`src/rtl/ham_pkg.sv`:
```
// Shared Hamming(7,4) receive-path definitions: widths, syndrome positions and
// the single-bit data correction helper used by the packer.
package ham_pkg;

   localparam int NIB_W = 4;
   localparam int CW_W  = 7;
   localparam int SYN_W = 3;

   // Syndrome values that point at a data bit; the remaining nonzero ones are parity bits
   localparam logic [SYN_W-1:0] POS_D0 = 3'd3;
   localparam logic [SYN_W-1:0] POS_D1 = 3'd5;
   localparam logic [SYN_W-1:0] POS_D2 = 3'd6;
   localparam logic [SYN_W-1:0] POS_D3 = 3'd7;

   typedef enum logic {
      ST_EMPTY = 1'b0,
      ST_HALF  = 1'b1
   } pack_state_t;

   function automatic logic [NIB_W-1:0] ham_correct(input logic [NIB_W-1:0] data,
                                                    input logic [SYN_W-1:0] syn);
      logic [NIB_W-1:0] fixed;
      fixed = data;
      case (syn)
         POS_D0:  fixed[0] = ~data[0];
         POS_D1:  fixed[1] = ~data[1];
         POS_D2:  fixed[2] = ~data[2];
         POS_D3:  fixed[3] = ~data[3];
         default: fixed = data;
      endcase
      return fixed;
   endfunction

   function automatic logic is_data_pos(input logic [SYN_W-1:0] syn);
      return (syn == POS_D0) || (syn == POS_D1) || (syn == POS_D2) || (syn == POS_D3);
   endfunction

   function automatic logic is_par_pos(input logic [SYN_W-1:0] syn);
      return (syn == 3'd1) || (syn == 3'd2) || (syn == 3'd4);
   endfunction

endpackage

```
`src/rtl/ham_sat_counter.sv`:
```
// Saturating up-counter with a synchronous clear that overrides the increment.
module ham_sat_counter #(
   parameter int CNT_W = 16
) (
   input  logic             clk,
   input  logic             rst,
   input  logic             inc,
   input  logic             clr,
   output logic [CNT_W-1:0] cnt
);

   localparam logic [CNT_W-1:0] ONE = {{(CNT_W-1){1'b0}}, 1'b1};

   logic [CNT_W-1:0] cnt_reg;

   always_ff @(posedge clk or posedge rst) begin
      if (rst) begin
         cnt_reg <= '0;
      end else if (clr) begin
         cnt_reg <= '0;
      end else if (inc && (cnt_reg != '1)) begin
         cnt_reg <= cnt_reg + ONE;
      end
   end

   assign cnt = cnt_reg;

endmodule

```
`src/rtl/ham_rx_packer.sv`:
```
// Corrects decoded Hamming nibbles, packs pairs into bytes (low nibble first) on a
// valid/ready stream, and keeps saturating data/parity error statistics.
module ham_rx_packer
   import ham_pkg::*;
#(
   parameter int               CNT_W      = 16,
   parameter logic [NIB_W-1:0] PAD_NIBBLE = 4'h0
) (
   input  logic             clk,
   input  logic             rst,
   input  logic             in_valid,
   output logic             in_ready,
   input  logic [NIB_W-1:0] in_data,
   input  logic [SYN_W-1:0] in_pos_error,
   input  logic             in_error,
   input  logic             flush,
   output logic             out_valid,
   input  logic             out_ready,
   output logic [7:0]       out_byte,
   output logic             out_pad,
   output logic [CNT_W-1:0] data_err_cnt,
   output logic [CNT_W-1:0] par_err_cnt,
   input  logic             cnt_clr
);

   pack_state_t      state_reg, state_next;
   logic [NIB_W-1:0] lo_reg, lo_next;
   logic             pend_reg, pend_next;
   logic             out_valid_reg;
   logic [7:0]       out_byte_reg;
   logic             out_pad_reg;

   logic             slot_free;
   logic             accept;
   logic             flush_req;
   logic [NIB_W-1:0] corr;
   logic             load;
   logic [7:0]       load_byte;
   logic             load_pad;

   assign corr      = ham_correct(in_data, in_pos_error);
   assign slot_free = ~out_valid_reg | out_ready;
   assign in_ready  = (state_reg == ST_EMPTY) | slot_free;
   assign accept    = in_valid & in_ready;
   assign flush_req = flush | pend_reg;

   always_ff @(posedge clk or posedge rst) begin
      if (rst) begin
         state_reg <= ST_EMPTY;
         lo_reg    <= '0;
         pend_reg  <= 1'b0;
      end else begin
         state_reg <= state_next;
         lo_reg    <= lo_next;
         pend_reg  <= pend_next;
      end
   end

   always_comb begin
      state_next = state_reg;
      lo_next    = lo_reg;
      pend_next  = pend_reg;
      load       = 1'b0;
      load_byte  = out_byte_reg;
      load_pad   = 1'b0;
      case (state_reg)
         ST_EMPTY: begin
            // Nothing to pad, so any flush (fresh or held) is dropped here
            pend_next = 1'b0;
            if (accept) begin
               lo_next    = corr;
               state_next = ST_HALF;
            end
         end
         ST_HALF: begin
            if (accept) begin
               load       = 1'b1;
               load_byte  = {corr, lo_reg};
               pend_next  = 1'b0;
               state_next = ST_EMPTY;
            end else if (flush_req) begin
               if (slot_free) begin
                  load       = 1'b1;
                  load_byte  = {PAD_NIBBLE, lo_reg};
                  load_pad   = 1'b1;
                  pend_next  = 1'b0;
                  state_next = ST_EMPTY;
               end else begin
                  pend_next = 1'b1;
               end
            end
         end
         default: state_next = ST_EMPTY;
      endcase
   end

   // Output slot: reloading in the same cycle as a handshake keeps full throughput
   always_ff @(posedge clk or posedge rst) begin
      if (rst) begin
         out_valid_reg <= 1'b0;
         out_byte_reg  <= '0;
         out_pad_reg   <= 1'b0;
      end else if (load) begin
         out_valid_reg <= 1'b1;
         out_byte_reg  <= load_byte;
         out_pad_reg   <= load_pad;
      end else if (out_ready) begin
         out_valid_reg <= 1'b0;
      end
   end

   assign out_valid = out_valid_reg;
   assign out_byte  = out_byte_reg;
   assign out_pad   = out_pad_reg;

   // The syndrome decides the class; a nonzero syndrome counts even if in_error is low
   logic             err_any;
   logic [1:0]       inc_vec;
   logic [CNT_W-1:0] cnt_vec [2];

   assign err_any    = in_error | (|in_pos_error);
   assign inc_vec[0] = accept & err_any & is_data_pos(in_pos_error);
   assign inc_vec[1] = accept & err_any & is_par_pos(in_pos_error);

   generate
      for (genvar gi = 0; gi < 2; gi++) begin : g_cnt
         ham_sat_counter #(.CNT_W(CNT_W)) u_cnt (
            .clk (clk),
            .rst (rst),
            .inc (inc_vec[gi]),
            .clr (cnt_clr),
            .cnt (cnt_vec[gi])
         );
      end
   endgenerate

   assign data_err_cnt = cnt_vec[0];
   assign par_err_cnt  = cnt_vec[1];

endmodule
```
`config.mk`:
```
export PLATFORM = sky130hd
export DESIGN_NAME = ham_rx_packer
export DESIGN_NICKNAME = d
export VERILOG_FILES = /design/src/rtl/ham_pkg.sv /design/src/rtl/ham_sat_counter.sv /design/src/rtl/ham_rx_packer.sv
export SDC_FILE = /design/constraint.sdc
export NUM_CORES = 1
export LEC_CHECK = 0
export CAP_MARGIN = 20
export CORE_ASPECT_RATIO = 1.1
export CORE_MARGIN = 10
export CORE_UTILIZATION = 56
export CTS_BUF_LIST = sky130_fd_sc_hd__clkbuf_4 sky130_fd_sc_hd__clkbuf_8
export DETAILED_ROUTE_END_ITERATION = 7
export GPL_TIMING_DRIVEN = 0
export PLACE_DENSITY = 0.94
export SLEW_MARGIN = 10
export SYNTH_ARGS = -nofsm -noshare
export SYNTH_HDL_FRONTEND = slang
export SYNTH_SLANG_ARGS = --single-unit
export TNS_END_PERCENT = 5
```
`constraint.sdc`:
```
create_clock -name clk -period 3.55 [get_ports clk]
set_input_delay 0.71 -clock clk [delete_from_list [all_inputs] [get_ports clk]]
set_output_delay 0.71 -clock clk [all_outputs]
set_load 0.02 [all_outputs]
```
## Word level (Yosys, flattened, before mapping)

Cells that the tools add are included.
Widths: inputs -> output; s select.

| word-level totals | value |
|---|---|
| output and inout bits | 43 |
| flip-flop bits (word level) | 48 |

| operators by class | value |
|---|---|
| reductions and logical operators | 15 |
| bitwise logic cells | 14 |
| mux-type cells | 27 |
| add/subtract/negate cells | 2 |
| equal/unequal tests | 10 |

Operators by type and width:

| kind | count |
|---|---|
| $mux 16 | 4 |
| $add 16x1->16 const B | 2 |
| $ne 16x16->1 const B | 2 |
| $mux 8 | 3 |
| $mux 1 | 18 |
| $eq 3x3->1 const B | 4 |
| $reduce_bool 2->1 | 5 |
| $eq 3x2->1 const B | 2 |
| $not 1->1 | 6 |
| $logic_or 1x1->1 | 5 |
| $and 1x1->1 | 4 |
| $or 1x1->1 | 4 |
| $pmux 1 s2 | 2 |
| $reduce_and 4->1 | 1 |
| $eq 3x1->1 const B | 1 |
| $ne 3x1->1 const B | 1 |
| $reduce_or 3->1 | 1 |
| $logic_and 1x1->1 | 2 |
| $reduce_and 2->1 | 1 |

## Longest topological paths before layout

Gate-level depths: netlist of run 1.

| depth | value |
|---|---|
| depth after elaboration | 9 |
| depth in mapped cells | 7 |
| mapped depth without buffers | 6 |

## Hierarchy

A second synthesis of run 1 with hierarchy kept.

| second synthesis, totals | value |
|---|---|
| cell total of the unflattened synthesis | 261 |
| area total of the unflattened synthesis | 2,568.7 um^2 |

By module, submodules not included:

| module | seq. area each (um^2) | area an instance (um^2) | cells each | instances |
|---|---|---|---|---|
| ham_sat_counter | 400.4 | 932.1 | 101 | 2 |
| ham_rx_packer | 400.4 | 704.4 | 59 | 1 |

## Worst setup path before layout of run 1

OpenSTA, ideal clock, no wires.

| timing | value |
|---|---|
| path kind | input-to-reg |
| from | input port out_ready |
| to | register g_cnt[1].u_cnt.cnt_reg[11] |
| data arrival time | 1.932 ns |
| slack | 1.541 ns |
| library setup time | 0.077 ns |
| data required time | 3.473 ns |
| path buffers | 0 |
| stages | 5 |
| cells stage by stage | nand3b_2 > o2111ai_2 > nor3_4 > or3b_1 > a21oi_1 |

| between the ends | value |
|---|---|
| word-level cells in the longest chain between the ends | 7 |

RTL lines:

| what | RTL line | text |
|---|---|---|
| start: declaration | ham_rx_packer.sv:18 | `input logic out_ready,` |
| $or 1x1->1 | ham_rx_packer.sv:42 | `assign slot_free = ~out_valid_reg \| out_ready;` |
| $or 1x1->1 | ham_rx_packer.sv:43 | `assign in_ready = (state_reg == ST_EMPTY) \| slot_free;` |
| $and 1x1->1 | ham_rx_packer.sv:44 | `assign accept = in_valid & in_ready;` |
| $and 1x1->1 (2 in series) | ham_rx_packer.sv:123 | `assign inc_vec[1] = accept & err_any & is_par_pos(in_pos_error);` |
| $logic_and 1x1->1 | ham_sat_counter.sv:21 | `end else if (inc && (cnt_reg != '1)) begin` |
| $reduce_bool 2->1 (no line) | n/a |  |
| end signal: assignment | ham_sat_counter.sv:22 | `cnt_reg <= cnt_reg + ONE;` |
| end: declaration | ham_sat_counter.sv:14 | `logic [CNT_W-1:0] cnt_reg;` |

Every way passes these cells.
A chain may end at the register's enable or synchronous reset.

## Worst setup path after layout of run 1

| timing | value |
|---|---|
| from | input port out_ready |
| to | output port in_ready |

| between the ends | value |
|---|---|
| word-level cells in the longest chain between the ends | 2 |

RTL lines:

| what | RTL line | text |
|---|---|---|
| $or 1x1->1 | ham_rx_packer.sv:42 |  |
| $or 1x1->1 | ham_rx_packer.sv:43 |  |
| end: declaration | ham_rx_packer.sv:12 | `output logic in_ready,` |

Every way passes these cells.

==> results of run 1 <==
-- worst min-delay path by stage --
stage                                       start                       to  slack (ns)
after floorplan             lo_reg[0]$_DFFE_PP0P_    lo_reg[0]$_DFFE_PP0P_        0.45
after global placement    out_byte[5]$_DFFE_PP0P_  out_byte[5]$_DFFE_PP0P_        0.46
after detailed placement    lo_reg[3]$_DFFE_PP0P_    lo_reg[3]$_DFFE_PP0P_        0.47
after CTS                   lo_reg[3]$_DFFE_PP0P_    lo_reg[3]$_DFFE_PP0P_        0.49
after global routing          out_pad$_DFFE_PP0P_      out_pad$_DFFE_PP0P_        0.54
final                       lo_reg[2]$_DFFE_PP0P_    lo_reg[2]$_DFFE_PP0P_        0.49
-- area by class of cell --
cell class                      count  share of cell area (%)
Clock buffer                        6                    2.41
Tap cell                           54                    2.13
Clock inverter                      1                   0.158
Sequential cell                    48                    37.9
Inverter                            3                   0.355
Multi-Input combinational cell    186                    37.4
Buffer                             10                    2.25
Timing Repair Buffer               54                    17.4
-- logic make-up (layout without fill, tap and decap cells) --
kind of cell	Yosys count	after routing
and+or+nand+nor	124	124
DFF	48	48
xor gates and xnor gates	32	32
AOI/OAI and AO/OA	23	23
buffers and inverters	13	74
muxes	4	4
adders and majority gates	3	3
-- layer usage --
metal  track usage, %  vias up  routed length, µm
li1                 -      988                  -
met1             17.4     1008               2360
met2             28.6       60               2990
met3             5.32       10                384
met4             5.11        0                102
met5                0        -                  0
-- worst min-delay path: stages, from the launching register on --
cell	delay, ns
dfrtp_1	0.35
nand2_1	0.05
o21ai_0	0.06
-- layout by cell type, fill, tap and decap left out, types with 2 or more instances in the layout --
master,Yosys,final
clkbuf_1,3,3
inv_1,3,2
buf_6,3,3
nor4b_1,2,2
o21ai_0,12,12
nand3b_1,3,3
nand2b_1,3,3
nor3b_1,2,2
a21oi_1,5,5
and3_2,2,2
nand4_1,7,7
xnor2_1,28,28
nor3_1,6,6
nor4_2,5,5
mux2_2,4,4
and4_1,3,3
nor2_1,37,37
dfrtp_1,48,48
nand3_1,16,16
buf_2,2,2
nand2_1,20,20
nor4_1,11,11
ha_1,2,2
clkbuf_8,0,5
and3_1,2,2
o21a_1,2,2
xor2_1,4,4
clkdlybuf4s50_1,0,53
-- power by group --
part,internal [mW],switching [mW]
Combinational,0.202,0.231
Sequential,0.634,0.0511
Clock,0.142,0.169
Total,0.977,0.451
-- per-stage QoR --
stage | hold slack, ns | util (%) | setup slack [ns]
6_report | 0.491 | 73.9 | 0.781
5_1_grt | 0.536 | 73.9 | 0.765
4_1_cts | 0.490 | 73.9 | 0.800
3_5_place_dp | 0.472 | 72.0 | 0.825
3_3_place_gp | 0.460 | 71.6 | 0.809
2_1_floorplan | 0.446 | - | 1.54
==> impl_results.md, run 1 <==
- Compound-cell area share of the yosys netlist: 6.03%
- Initial core utilization: 57.6%
- FF-to-FF End: g_cnt[1].u_cnt.cnt[3]$_DFFE_PP0P_
- Max cap viols: 0
- H-Tree Depth: 2
- Origin of the critical flop-to-flop path: g_cnt[1].u_cnt.cnt[0]$_DFFE_PP0P_
- Critical path's most frequent cell: clkdlybuf4s50_1
- Detailed placement HPWL: 4310 µm
- Power, Total: 1.43 mW
- Num ports: 57
- Cells after synthesis: 247
- Area of the multi-input gates: 1180 µm²
- Avg Inst Size Synth: 9.99 µm²
- Multiplexer share of the synthesized area: 1.82%
- Clock sinks: 48
- Yosys top cell area share: 48.7%
- Leak: 1.21 nW
- RePlAce Congestion: 0.843
- Most numerous cell in the Yosys netlist: dfrtp_1
- First drt pass iteration count: 4
- Final Setup Violations: 0
- Initial antenna violation count: 0
- Register-to-Register Path Depth: 7
- Hold-fix buffers, CTS: 0
- # diodes: 0
- Setup bufs post-CTS: 0
- Die Span Y: 89.6 µm
- Nets: 324
- Relative slew slack: 47.2%
- CP cell instances: clkdlybuf4s50_1 > nand3b_2 > clkdlybuf4s50_1
- GRT Total Usage: 15.8%
- Die area: 7470 µm²
- Endpoints failing hold: 0
- CP Launch Type: primary input
- Final Max Slew Viols: 0
- Largest register FFs: 32
- CTS tree: yes
- Fin area: 3170 µm²
- Commonest cells in the netlist: dfrtp_1, nor2_1, xnor2_1
- Clk_lat worst skew: 0.29 ns
- Final wirelength: 5830 µm
- DR vias: 2066
- Core box area: 4290 µm²
- CP max stage cell: clkdlybuf4s50_1
- Clk_skew: 0.00594 ns
- Vias in the first global route: 2103
- Placed cells: 355
- Largest net degree at the start of global routing: 41
- Synth Area in Simple Gates: 27.4%
- Post-Synth XOR/XNOR Area: 11.4%
- Post-Syn Area: 2470 µm²
- Post-CTS sizing: 0
- Clock root buffer: clkbuf_8
- Cell Area, Placed: 3090 µm²
- Worst slew pin tran: 0.790 ns
- GRT overflow: 0
- Post-Layout Cell Count: 362
- Req. time, crit path: 2.84 ns
- FP Rows: 25
- Critical path depth: 3
- Drt wl/cell: 16.1 µm
- Critical path type: in2out
- Total Neg Setup Slack: 0 ns
- Area leader, netlist: dfrtp_1
- Hold path cells: 2
- Number of synthesized flops with an enable pin: 0
- Syn nets: 263
- Top cells by area, synth: dfrtp_1, xnor2_1, nor2_1
- Register area share after synthesis: 48.7%
- Area grow syn2layout: 28.3%
- IO Port Bufs: 53
- Crit-path max cell delay: 0.64 ns
- Crit-path max FO: 6
- F_max: 0.361 GHz
- Share of layout cells above drive strength 1: 10.7%
- Worst R2R Setup Slack: 1.34 ns
- Warnings from Yosys: 0
- Clk slew on worst S/H paths: 0.08 ns
- Crit end category: primary output
- Die extent in x: 83.3 µm
- HP Class: reg2reg
- First-pass GRT wire length: 9790 µm
- CP delay by family, top: buffers and inverters
- WP data arrival: 2.06 ns
- Async SR Flop Fraction: 100%
- Adder-Cell Fraction of Synth Area: 1.42%
- Number of unique standard cell types used by synthesis: 38
- TritonCTS buffer count: 5
- Main flop type after synthesis: dfrtp_1
- Status: complete, no violations
- Fin crit share: 78.0%
- Worst path bufs/invs: 2
- Vias/cell: 5.71
- DR iter-0 viols: 146
- RSZ-0062 raised after global routing: false
- Max Root-Sink Buffers: 2
- Post-route minimum period: 2.77 ns
- Sequential cell area: 1200 µm²
- DRC: 0
- Pwr Density: 451 nW/µm²
- CP Capture Point: in_ready
- FILL cells: 288
- Maximum vdd drop: 0.197 mV
- Largest family of logic cells by synthesized area: simple AND/OR/NAND/NOR gates
- Crit path launch: out_ready
- Synth Register Bits: 48
- Post-route ant nets: 0
No activity file was read; power rests on OpenSTA's default activity.
==> run 2, diff against run 1 <==
--- a/config.mk
+++ b/config.mk
@@ -8,11 +8,11 @@
 export CAP_MARGIN = 20
 export CORE_ASPECT_RATIO = 1.1
 export CORE_MARGIN = 10
-export CORE_UTILIZATION = 56
+export CORE_UTILIZATION = 47
 export CTS_BUF_LIST = sky130_fd_sc_hd__clkbuf_4 sky130_fd_sc_hd__clkbuf_8
 export DETAILED_ROUTE_END_ITERATION = 7
 export GPL_TIMING_DRIVEN = 0
-export PLACE_DENSITY = 0.94
+export PLACE_DENSITY = 0.85
 export SLEW_MARGIN = 10
 export SYNTH_ARGS = -nofsm -noshare
 export SYNTH_HDL_FRONTEND = slang
==> constraint.sdc (replaced) <==
create_clock -name clk -period 2.5 [get_ports clk]
set_input_delay 0.5 -clock clk [delete_from_list [all_inputs] [get_ports clk]]
set_output_delay 0.5 -clock clk [all_outputs]
set_load 0.02 [all_outputs]
==> impl_results.md, run 2 (synthesis results as in run 1) <==
- Status: complete, no violations
- Initial antenna violation count: 0 (unchanged)
- Hold path cells: 2 (unchanged)
- Sw Share: 31.4% (-0.16 points)
- Critical path type: in2out
- Psw: 0.644 mW (+43%)
- CP delay by family, top: buffers and inverters
- Fin crit share: 91.6%
- Clk slew on worst S/H paths: 0.09 ns (about the same)
- CP max stage cell: clkdlybuf4s50_1
- Endpoints failing hold: 0 (unchanged)
- CP cell instances: clkdlybuf4s50_1 > nand3b_2 > clkdlybuf4s50_1
- Clock power frac: 23.1% (+1.3 points)
- Crit end category: primary output
- Clk_lat worst skew: 0.29 ns (about the same)
- Critical path's most frequent cell: clkdlybuf4s50_1
- Initial core utilization: 49.0% (-8.6 points)
- GRT Total Usage: 14.5% (-1.4 points)
- Crit-path max cell delay: 0.64 ns (about the same)
- First drt pass iteration count: 4 (unchanged)
- Maximum vdd drop: 0.295 mV (+50%)
- Post-route minimum period: 2.29 ns
- Clock sinks: 48 (unchanged)
- WP data arrival: 1.79 ns (-0.27 ns)
- F_max: 0.437 GHz
- IO Port Bufs: 53 (unchanged)
- Flop pwr share: 47.1% (-0.9 points)
- Most frequent cells in the layout: clkdlybuf4s50_1, dfrtp_1, nor2_1, xnor2_1, nand2_1
- Setup bufs post-CTS: 0 (unchanged)
- Relative slew slack: 49.2% (+1.9 points)
- Crit-path max FO: 6 (unchanged)
- Vias in the first global route: 2132 (+1.4%)
- Power Internal: 1.41 mW (+44%)
- Die Span Y: 96.0 µm (+7.1%)
- Worst path bufs/invs: 2 (unchanged)
- Critical path depth: 3 (unchanged)
- Die extent in x: 89.1 µm (+7.0%)
- GRT overflow: 0 (unchanged)
- Leak: 1.22 nW (+0.54%)
- CP Launch Type: primary input
- Final Max Slew Viols: 0 (unchanged)
- H-Tree Depth: 2 (unchanged)
- TritonCTS buffer count: 5 (unchanged)
- Worst slew pin tran: 0.761 ns (-0.0291 ns)
- FP Rows: 27 (+8.0%)
- Pwr Density: 644 nW/µm² (+43%)
- Num ports: 57 (unchanged)
- RePlAce Congestion: 0.820 (-2.8%)
- RSZ-0062 raised after global routing: false
- First-pass GRT wire length: 10100 µm (+2.8%)
- # diodes: 0 (unchanged)
- Final wirelength: 5800 µm (-0.51%)
- Post-route ant nets: 0 (unchanged)
- Clk_skew: 0.00470 ns (-0.00124 ns)
- Die area: 8550 µm² (+15%)
- Nets: 324 (unchanged)
- Final WS setup: 0.210 ns (-0.571 ns)
- DRC: 0 (unchanged)
- DR vias: 2056 (-0.48%)
- CTS tree: yes
- Post-CTS sizing: 0 (unchanged)
- Core box area: 5030 µm² (+17%)
- Vias/cell: 5.60 (-1.8%)
- HP Class: in2reg
- Max cap viols: 0 (unchanged)
- Req. time, crit path: 2.00 ns (-0.84 ns)
- Area grow syn2layout: 29.0%
- Pre-CTS WS: -0.0365 ns (-0.861 ns)
- Combinational share of power: 29.9% (-0.4 points)
- Final Setup Violations: 0 (unchanged)
- Share of layout cells above drive strength 1: 11.0% (+0.29 points)
- Largest register FFs: 32 (unchanged)
- DR iter-0 viols: 143 (-2.1%)
- FILL cells: 430 (+49%)
- Drt wl/cell: 15.8 µm (-1.9%)
- Hold-fix buffers, CTS: 0 (unchanged)
- Max Root-Sink Buffers: 2 (unchanged)
- Clock root buffer: clkbuf_8
- Register-to-Register Path Depth: 7 (unchanged)
- Largest net degree at the start of global routing: 34 (-17%)
- Commonest non-fill, non-tap cell in the layout: clkdlybuf4s50_1
- Detailed placement HPWL: 4270 µm (-0.88%)
- Power, Total: 2.05 mW (+44%)
[run 2: changes by cell type in the layout (fill, tap and decap cells not counted), sizes merged]
| cell | change |
|---|---|
| clkinv | +1 |
[run 2: layout make-up]
cell class / count / area, µm² / area share, %
plain buffers: 10 / 71.3 / 2.24
clock buffers: 6 / 82.6 / 2.59
clock inverters: 2 / 10.0 / 0.314
inverters: 3 / 11.3 / 0.354
multi-input cells: 186 / 1180 / 37.2
flip-flops and latches: 48 / 1200 / 37.7
well taps: 58 / 72.6 / 2.28
repair buffers: 54 / 551 / 17.3
[run 2: per-stage QoR]
stage | utilization (%) | instance area, µm² | TNS (ns) | hold WS (ns) | std cells
final | 63.3 | 3180 | 0 | 0.456 | 367
after global routing | 63.3 | 3180 | 0 | 0.453 | 367
after CTS | 63.3 | 3180 | 0 | 0.450 | 367
after detailed placement | 61.4 | 3090 | -0.0611 | 0.470 | 359
after global placement | 61.0 | 3070 | -3.31 | 0.459 | 358
after floorplan | - | 2470 | 0 | 0.446 | 247
[run 2: path summary, 6_finish.rpt]
| check | end | slack (ns) | from |
|---|---|---|---|
| min | state_reg$_DFF_PP0_ | 0.46 | in_valid |
| max | in_ready | 0.21 | out_ready |
| max in group asynchronous | g_cnt[0].u_cnt.cnt[3]$_DFFE_PP0P_ | 1.51 | rst |
| min in group asynchronous | state_reg$_DFF_PP0_ | 0.49 | rst |
| max reg2reg | g_cnt[1].u_cnt.cnt[3]$_DFFE_PP0P_ | 0.41 | g_cnt[1].u_cnt.cnt[0]$_DFFE_PP0P_ |
| min reg2reg | out_byte[6]$_DFFE_PP0P_ | 0.48 | out_byte[6]$_DFFE_PP0P_ |
[run 2: power groups by stage]
stage	clock, mW	combinational [mW]	sequential (mW)
finish	0.474	0.613	0.966
global route	0.523	0.670	0.985
CTS	0.490	0.627	0.969
detailed placement	0	0.626	0.986
global placement	0	0.604	0.977
floorplan	0	0.255	1.08
[run 2: worst reg2reg max path: stages (launching register included)]
cell	delay, ns
dfrtp_1	0.43
ha_1	0.22
nand4_1	0.31
nor4_2	0.51
buf_6	0.23
nor3_1	0.08
xnor2_1	0.14
nor2_1	0.05
[run 2: routing by layer]
metal | routed length (µm) | part of all wire, % | vias up | track usage (%)
met2 | 2820 | 49 | 55 | 24.5
met5 | 0 | 0 | - | 0
li1 | - | - | 988 | -
met3 | 414 | 7.1 | 5 | 5.33
met1 | 2530 | 44 | 1008 | 17.1
met4 | 42 | 0.72 | 0 | 3.45
